$ cat src/rtl/dcache_wt.sv
// Direct-mapped write-through, no-write-allocate data cache: read hits return the same cycle, misses refill WORDS words, writes stall until i_mem_ack.
// Build with DCACHE_STATS_EN defined to add saturating hit/miss counters.
module dcache_wt #(
    parameter int DATA_WIDTH = 32,
    parameter int ADDR_WIDTH = 30,
    parameter int SETS       = 16,
    parameter int WORDS      = 4
) (
    input  logic                    i_clock,
    input  logic                    i_reset,
    input  logic [ADDR_WIDTH-1:0]   i_addr,
    input  logic                    i_we,
    input  logic                    i_re,
    input  logic [DATA_WIDTH/8-1:0] i_be,
    input  logic [DATA_WIDTH-1:0]   i_wdata,
    input  logic                    i_flush,
    output logic [DATA_WIDTH-1:0]   o_rdata,
    output logic [ADDR_WIDTH-1:0]   o_mem_addr,
    output logic                    o_mem_we,
    output logic                    o_mem_re,
    output logic [DATA_WIDTH/8-1:0] o_mem_be,
    output logic [DATA_WIDTH-1:0]   o_mem_wdata,
    input  logic [DATA_WIDTH-1:0]   i_mem_rdata,
    input  logic                    i_mem_ack,
    output logic                    o_busy,
    output logic                    o_hit
`ifdef DCACHE_STATS_EN
    ,
    output logic [31:0]             o_hit_count,
    output logic [31:0]             o_miss_count
`endif
);
    localparam int OFF_W = $clog2(WORDS);
    localparam int IDX_W = $clog2(SETS);
    localparam int TAG_W = ADDR_WIDTH - OFF_W - IDX_W;
    localparam int BE_W  = DATA_WIDTH / 8;

    typedef enum logic [1:0] {IDLE, REFILL, WRITE} state_t;

    state_t                  r_state;
    logic [SETS-1:0]         r_valid;
    logic [TAG_W-1:0]        r_tag  [SETS];
    logic [DATA_WIDTH-1:0]   r_data [SETS][WORDS];
    logic                    r_flush_pend;
    logic [ADDR_WIDTH-1:0]   r_mem_addr;
    logic                    r_mem_we;
    logic                    r_mem_re;
    logic [BE_W-1:0]         r_mem_be;
    logic [DATA_WIDTH-1:0]   r_mem_wdata;

    logic [OFF_W-1:0]        w_off;
    logic [IDX_W-1:0]        w_idx;
    logic [TAG_W-1:0]        w_tag;
    logic [OFF_W-1:0]        w_rf_off;
    logic [IDX_W-1:0]        w_rf_idx;
    logic [TAG_W-1:0]        w_rf_tag;
    logic                    w_match;
    logic                    w_idle;
    logic                    w_flush;
    logic                    w_rd_req;
    logic                    w_go_write;
    logic                    w_go_refill;
    logic                    w_rd_accept;
    logic                    w_refill_done;

    assign w_off    = i_addr[OFF_W-1:0];
    assign w_idx    = i_addr[OFF_W +: IDX_W];
    assign w_tag    = i_addr[ADDR_WIDTH-1 -: TAG_W];
    // Refill bookkeeping follows the registered memory address, not the request.
    assign w_rf_off = r_mem_addr[OFF_W-1:0];
    assign w_rf_idx = r_mem_addr[OFF_W +: IDX_W];
    assign w_rf_tag = r_mem_addr[ADDR_WIDTH-1 -: TAG_W];

    assign w_match       = r_valid[w_idx] && (r_tag[w_idx] == w_tag);
    assign w_idle        = (r_state == IDLE);
    assign w_flush       = i_flush || r_flush_pend;
    assign w_rd_req      = i_re && !i_we;
    assign w_go_write    = w_idle && !w_flush && i_we;
    assign w_go_refill   = w_idle && !w_flush && w_rd_req && !w_match;
    assign w_rd_accept   = w_idle && !w_flush && w_rd_req && w_match;
    assign w_refill_done = (r_state == REFILL) && i_mem_ack && (&w_rf_off);

    assign o_mem_addr  = r_mem_addr;
    assign o_mem_we    = r_mem_we;
    assign o_mem_re    = r_mem_re;
    assign o_mem_be    = r_mem_be;
    assign o_mem_wdata = r_mem_wdata;

    always_comb begin
        o_hit   = !i_reset && w_idle && (i_re || i_we) && w_match;
        o_rdata = '0;
        if (!i_reset && w_rd_accept) begin
            o_rdata = r_data[w_idx][w_off];
        end
        o_busy = 1'b0;
        if (!i_reset) begin
            case (r_state)
                IDLE:    o_busy = w_flush || i_we || (w_rd_req && !w_match);
                REFILL:  o_busy = 1'b1;
                WRITE:   o_busy = !i_mem_ack;
                default: o_busy = 1'b0;
            endcase
        end
    end

    always_ff @(posedge i_clock or posedge i_reset) begin
        if (i_reset) begin
            r_state      <= IDLE;
            r_valid      <= '0;
            r_flush_pend <= 1'b0;
            r_mem_addr   <= '0;
            r_mem_we     <= 1'b0;
            r_mem_re     <= 1'b0;
            r_mem_be     <= '0;
            r_mem_wdata  <= '0;
        end else begin
            case (r_state)
                IDLE: begin
                    if (w_flush) begin
                        r_valid      <= '0;
                        r_flush_pend <= 1'b0;
                    end else if (w_go_write) begin
                        r_state     <= WRITE;
                        r_mem_we    <= 1'b1;
                        r_mem_addr  <= i_addr;
                        r_mem_be    <= i_be;
                        r_mem_wdata <= i_wdata;
                    end else if (w_go_refill) begin
                        // Line is stale while it is being overwritten word by word.
                        r_state        <= REFILL;
                        r_mem_re       <= 1'b1;
                        r_mem_addr     <= {w_tag, w_idx, {OFF_W{1'b0}}};
                        r_valid[w_idx] <= 1'b0;
                    end
                end
                REFILL: begin
                    if (i_flush) r_flush_pend <= 1'b1;
                    if (i_mem_ack) begin
                        r_mem_addr <= r_mem_addr + ADDR_WIDTH'(1);
                        if (w_refill_done) begin
                            r_valid[w_rf_idx] <= 1'b1;
                            r_state           <= IDLE;
                            r_mem_re          <= 1'b0;
                            r_mem_addr        <= '0;
                        end
                    end
                end
                WRITE: begin
                    if (i_flush) r_flush_pend <= 1'b1;
                    if (i_mem_ack) begin
                        r_state     <= IDLE;
                        r_mem_we    <= 1'b0;
                        r_mem_addr  <= '0;
                        r_mem_be    <= '0;
                        r_mem_wdata <= '0;
                    end
                end
                default: r_state <= IDLE;
            endcase
        end
    end

    always_ff @(posedge i_clock) begin
        if (r_state == REFILL && i_mem_ack) begin
            r_data[w_rf_idx][w_rf_off] <= i_mem_rdata;
            if (&w_rf_off) r_tag[w_rf_idx] <= w_rf_tag;
        end
        if (r_state == WRITE && i_mem_ack && w_match) begin
            for (int b = 0; b < BE_W; b++) begin
                if (i_be[b]) r_data[w_idx][w_off][8*b +: 8] <= i_wdata[8*b +: 8];
            end
        end
    end

`ifdef DCACHE_STATS_EN
    logic [31:0] r_hit_count;
    logic [31:0] r_miss_count;
    logic        r_after_refill;

    // A read replayed after its own refill is accepted as a hit but is not counted as one.
    always_ff @(posedge i_clock or posedge i_reset) begin
        if (i_reset) begin
            r_hit_count    <= '0;
            r_miss_count   <= '0;
            r_after_refill <= 1'b0;
        end else begin
            if (w_go_refill && r_miss_count != '1) r_miss_count <= r_miss_count + 32'd1;
            if (w_rd_accept && !r_after_refill && r_hit_count != '1) r_hit_count <= r_hit_count + 32'd1;
            if (w_refill_done) r_after_refill <= 1'b1;
            else if (w_idle && !w_flush) r_after_refill <= 1'b0;
        end
    end

    assign o_hit_count  = r_hit_count;
    assign o_miss_count = r_miss_count;
`endif

endmodule

$ cat config.mk
export PLATFORM = sky130hd
export DESIGN_NAME = dcache_wt
export DESIGN_NICKNAME = d
export VERILOG_FILES = /design/src/rtl/dcache_wt.sv
export SDC_FILE = /design/constraint.sdc
export NUM_CORES = 2
export LEC_CHECK = 0
export CORE_ASPECT_RATIO = 0.6
export CORE_MARGIN = 2
export CORE_UTILIZATION = 58
export CTS_CLUSTER_SIZE = 25
export DETAILED_ROUTE_END_ITERATION = 10
export PLACE_DENSITY = 0.75
export RECOVER_POWER = 100
export SETUP_SLACK_MARGIN = 0.5
export SLEW_MARGIN = 20
export SYNTH_ARGS = -nofsm -noshare
export SYNTH_HDL_FRONTEND = slang
export SYNTH_SLANG_ARGS = --single-unit
export TNS_END_PERCENT = 5
$ cat constraint.sdc
create_clock -name i_clock -period 7.7 [get_ports i_clock]
set_input_delay 1.155 -clock i_clock [delete_from_list [all_inputs] [get_ports i_clock]]
set_output_delay 1.155 -clock i_clock [all_outputs]
set_load 0.05 [all_outputs]
Yosys cells after proc, flatten, opt, wreduce, memory -nomap -nowiden
Memories as Yosys holds them, arrays and structs flattened. Cells that the tools add are included.

Flip-flop bits (word level): 87. Memory bits (writable): 2432. Input bits: 104. Output and inout port bits: 102. Logic and storage cells: 933. Memories: 2.

Memory list: r_data (words 16, width 128, read ports 1, clocked after memory_dff 0, write ports 1, RTL line 43) `logic [DATA_WIDTH-1:0] r_data [SETS][WORDS];`; r_tag (words 16, width 24, read ports 1, clocked after memory_dff 0, write ports 1, RTL line 42) `logic [TAG_W-1:0] r_tag [SETS];`.

Add/sub/neg operators: 1. Order comparisons: 8. Equal/unequal tests: 15. Multiplexer cells: 467. Bitwise logic cells: 389. Reductions and logical operators: 43.

Operators by type and width (number): $mux 128 (7); $mux 1 (410); $or 1x1->1 (384); $demux 32 s2 (5); $mux 32 (8); $mux 30 (6); $reduce_or 128->1 (1); $mux 16 (6); $pmux 30 s3 (1); $bmux 32 s2 (1); $pmux 32 s2 (1); $pmux 16 s2 (1); $add 30x1->30 const B (1); $eq 24x24->1 (1); $mux 24 (1); $logic_and 1x1->1 (20); $and 16x16->16 (1); $mux 4 (4); $not 16->16 (1); $or 16x16->16 (1); $reduce_and 5->1 (3); $mux 2 (6); $lt 4x5->1 const B (2); $ne 2x2->1 const B (5); other kinds (26) (46).

Depth between registers and ports, before layout
Depth after elaboration: 11. Mapped depth: 16. Depth with buffers taken out: 9.

Worst setup path after synthesis
OpenSTA, ideal clock, no wires.

Path kind: input to output. Start point: in i_addr[2]. End point: out o_hit. Arrival time: 4.929 ns. Data required time: 6.545 ns. Setup slack: 1.616 ns. Cell stages on the path: 11. Buffers on the path: 4. Cell sequence: buf_2 > buf_6 > buf_6 > buf_6 > mux4_2 > a221oi_1 > xor2_1 > nand4b_1 > nor2_2 > nand3_1 > nor4b_1.

Word-level cells in the longest chain between the ends: 4. Elaborated cells on any way between the ends: 6. Those cells by class: eq/ne: 1; mux: 2; reduce/logical: 2; memory: 1.

Ends and longest elaborated chain: start, declared (RTL line 11) `input logic [ADDR_WIDTH-1:0] i_addr,`; $mem_v2 16x24 / $bmux 1 s4 (equally long branches); $eq 24x24->1 / $mux 1 (equally long branches) (RTL line 74) `assign w_match = r_valid[w_idx] && (r_tag[w_idx] == w_tag);`; $logic_and 1x1->1 * (RTL line 74); $logic_and 1x1->1 * (RTL line 90) `o_hit = !i_reset && w_idle && (i_re || i_we) && w_match;`; end, declared (RTL line 26) `output logic o_hit`.

Every way passes the cells marked *; elsewhere a longest branch is shown, timed or not. The select of a mux whose other input is x is not followed.

Final worst setup path
Start point: in i_addr[2]. End point: mem r_data[0][83] (netlist name), enable pin.

Word-level cells in the longest chain between the ends: 11. Elaborated cells on any way between the ends: 401. Those cells by class: eq/ne: 1; mux: 12; bitwise: 384; reduce/logical: 3; memory: 1.

Ends and longest elaborated chain: $mem_v2 16x24 / $bmux 1 s4 (equally long branches); $eq 24x24->1 / $mux 1 (equally long branches) (RTL line 74); $logic_and 1x1->1 (RTL line 74); $logic_and 1x1->1 (RTL line 168) `if (r_state == WRITE && i_mem_ack && w_match) begin`; $mux 1 (RTL line 168); $mux 128 (implied by the code) (RTL line 170) `if (i_be[b]) r_data[w_idx][w_off][8*b +: 8] <= i_wdata[8*b +: 8];`; $or 1x1->1 (no source line) (3 in series); $reduce_or 128->1 (no source line); $mux 4 (no source line) / $mux 128 (equally long branches); end, declared (RTL line 43).

Parallel ways exist; a longest one is shown, timed or not. The select of a mux whose other input is x is not followed.

==> flow_metrics.env <==
export IMPL_hold_path_class="flop to flop"
export IMPL_final_util_pct=65.4
export IMPL_cellLeakagePower_nw=35.0
export IMPL_period_share_pct=96.9
export IMPL_ioPinCount=206
export IMPL_r2r_end="r_data[0][83]$_DFFE_PP_"
export IMPL_setup_viol=0
export IMPL_fmax_mhz=134
export IMPL_fin_nets=5295
export IMPL_cp_end_kind="flop"
export IMPL_grt_max_degree=129
export IMPL_clock_skew_ns=0.0484
export IMPL_gp_congestion=0.986
export IMPL_syn_area_per_cell_um2=21.5
export IMPL_yosys_area_top_type="edfxtp_1"
export IMPL_placementRows=118
export IMPL_antenna_found_initial=6
export IMPL_h_tree_depth=4
export IMPL_tightest_slew_ns=4.23
export IMPL_slew_headroom_pct=-182
export IMPL_hold_viol_final=0
export IMPL_avgRoutedWirePerCell_um=33.8
export IMPL_routed_wl_met3_um=35300
export IMPL_synthTopCellsByArea="edfxtp_1 (73%), mux4_2 (17%), dfrtp_1 (2.2%)"
export IMPL_highest_layer="met5"
export IMPL_synth_flop_cell="edfxtp_1"
export IMPL_min_delay_path_depth=2
export IMPL_initial_core_util_pct=58.3
export IMPL_overflow=0
export IMPL_wl_met1_um=103000
export IMPL_status="finished, violations left"
export IMPL_placed_area_um2=108000
export IMPL_clkSlewWorstSetupHoldPaths_ns=0.06
export IMPL_viasPerCell=6.91
export IMPL_postCtsHoldBufs=0
export IMPL_yosysWarnings=0
export IMPL_met2WireLength_um=113000
export IMPL_drc=0
export IMPL_ys_types=77
export IMPL_cts_tree="yes"
export IMPL_dieArea_um2=177000
export IMPL_synthCells=4661
export IMPL_reg2reg_from="r_tag[7][16]$_DFFE_PP_"
export IMPL_grt_pass1_wl_um=372000
export IMPL_syn_area_um2=100000
export IMPL_grt_usage_pct=29.4
export IMPL_critPathRequiredTime_ns=8.21
export IMPL_r2r_slack_ns=1.07
export IMPL_num_vias=52800
export IMPL_ys_seq_area_share_pct=74.9
export IMPL_cts_sinks=2519
export IMPL_reg2reg_depth=11
export IMPL_crit_fanout=60
export IMPL_fin_crit_ns=7.46
export IMPL_final_area_um2=113000
export IMPL_die_h_um=326
export IMPL_drv_slew=919
export IMPL_first_iter_violations=9118
export IMPL_worstSkewPairLatency_ns=0.86
export IMPL_synth_edf_count=2432
export IMPL_vdd_drop_max_mv=0.196
export IMPL_async_flop_share_pct=3.45
export IMPL_drive_above_1_share_pct=22.0
export IMPL_area_growth_syn_to_layout_pct=12.1
export IMPL_antenna_left=0
export IMPL_clockRootBuffer="clkbuf_16"
export IMPL_maxCapViolCount=39
export IMPL_start_kind="input pin"
export IMPL_die_width_um=541
export IMPL_synth_top_area_share_pct=72.7
export IMPL_power_density_nw_per_um2=272
export IMPL_cts_buffer_depth=4
export IMPL_hold_end="o_mem_be[0]$_DFFE_PP0P_"
export IMPL_rsz0062_at_grt="no"
export IMPL_ys_seq_elements=2519
export IMPL_grt_pass1_vias=51500
export IMPL_violations="max-capacitance violations, max-slew violations"
export IMPL_io_buffer_count=205
export IMPL_cts_buffers=222
export IMPL_drt_pass1_iter_count=9
export IMPL_hp_start="o_mem_be[0]$_DFFE_PP0P_"
export IMPL_critPathKind="input pin to flop"
export IMPL_tns_ns=0
export IMPL_cp_data_arrival_time_ns=7.98
export IMPL_routed_wl_um=258000
export IMPL_dp_hpwl_um=158000
export IMPL_core_area_um2=172000
export IMPL_synth_nets=4773
## kinds of logic after synthesis
family                     count (synthesis)  share of synthesized area [%]
DFF                                     2519                           74.9
buffers and inverters                    334                           1.50
muxes                                    875                           18.2
and+or+nand+nor                          404                           2.17
adders and majority gates                  8                         0.0997
AOI/OAI and AO/OA                        497                           2.97
xor gates and xnor gates                  24                          0.209
## how the worst max path moves through the flow
stage / from / to / cells after the start
after floorplan: i_addr[2] / o_hit / 11
after global placement: i_addr[3] / o_rdata[1] / 13
after detailed placement: i_addr[3] / o_rdata[2] / 13
after CTS: i_addr[3] / o_rdata[3] / 13
after global routing: i_addr[2] / r_data[0][27]$_DFFE_PP_ / 13
final: i_addr[2] / r_data[0][83]$_DFFE_PP_ / 13
## cell usage in the layout (no fill, tap or decap), types with 11 or more instances in the layout
master | Yosys | routed
clkinv_2 | 0 | 32
a21oi_1 | 282 | 282
inv_1 | 30 | 30
nor2b_1 | 41 | 41
clkbuf_2 | 0 | 11
nor4_1 | 19 | 18
xnor2_1 | 20 | 20
clkbuf_1 | 156 | 384
mux2_1 | 32 | 16
clkdlybuf4s50_1 | 0 | 96
mux2i_1 | 87 | 94
buf_12 | 0 | 22
buf_4 | 22 | 64
o21ai_0 | 65 | 65
nor2_1 | 62 | 62
clkinv_1 | 0 | 55
a22o_1 | 19 | 19
mux4_2 | 741 | 741
a22oi_1 | 13 | 13
clkbuf_16 | 0 | 226
nand2_1 | 92 | 92
nand4_1 | 19 | 19
bufinv_16 | 0 | 16
o211ai_1 | 24 | 24
nor3_1 | 49 | 48
nand2b_1 | 47 | 46
dfrtp_1 | 87 | 87
mux2_2 | 3 | 19
o2111ai_1 | 12 | 12
o2bb2ai_1 | 21 | 21
edfxtp_1 | 2432 | 2432
dlygate4sd3_1 | 0 | 72
nand3_1 | 22 | 28
## Yosys cell counts (12+ instances only)
master        n
o2111ai_1    12
o2bb2ai_1    21
mux2i_1      87
nor4_1       19
nand3_1      22
dfrtp_1      87
a22o_1       19
mux2_1       32
clkbuf_1    156
buf_2        93
mux4_2      741
xnor2_1      20
buf_4        22
a22oi_1      13
buf_1        23
nor2b_1      41
mux2i_4      12
edfxtp_1   2432
o211ai_1     24
inv_1        30
nand2b_1     47
nor2_1       62
nand2_1      92
o21ai_0      65
a21oi_1     282
nand4_1      19
nor3_1       49
## per-layer routing
layer / global-route usage (%) / vias to the layer above
met3: 7.94 / 463
met5: 0 / -
met1: 46.3 / 27700
met4: 7.47 / 4
li1: - / 20700
met2: 41.3 / 3894
## worst max-delay path, cell delays in order
cell,delay (ns)
buf_8,0.54
buf_12,0.28
mux4_2,0.52
a22o_1,0.27
a221oi_1,0.64
xor2_1,0.29
nand4b_1,0.15
nor2_1,0.34
nand4_4,0.41
mux2i_1,1.80
clkbuf_1,1.13
a21oi_1,0.06
clkbuf_2,0.33
## sequential cells by signal, indices dropped and copies added, names as in the netlist
name and cells:
r_state 2, r_flush_pend 1, r_tag 384, r_data 2048, o_mem_addr 30, r_valid 16, o_mem_be 4, o_mem_wdata 32
o_mem_we 1, o_mem_re 1
## cell type report
cell class | count | area, um^2
antenna | 2 | 5.00
clock buffer | 281 | 5860
clock inverter | 119 | 985
fill | 11000 | 59700
inverter | 33 | 133
multi-input combinational | 1808 | 23600
sequential | 2519 | 75200
tap | 2280 | 2850
timing repair buffer | 599 | 3940
## metrics by stage
stage	setup WS, ns	power [mW]	std cells	hold WS, ns
after global placement	0.591	20.0	7238	0.463
final	0.237	30.6	7641	0.474
after floorplan	1.62	18.4	4661	0.461
after global routing	0.283	31.4	7640	0.510
after CTS	0.831	30.7	7638	0.484
after detailed placement	0.537	20.1	7238	0.470
## power breakdown
group | switching [mW] | leakage, nW | internal, mW
Sequential | 0.440 | 23.0 | 15.5
Combinational | 2.69 | 8.66 | 1.15
Clock | 4.86 | 3.33 | 5.90
Total | 7.99 | 35.0 | 22.6
## timing repair
item	CTS	global route
endpoints found under the setup margin	7	0
setup buffers	0	0
resized for setup	1	0
hold endpoints to repair	0	0
(Power assumes the default switching activity.)
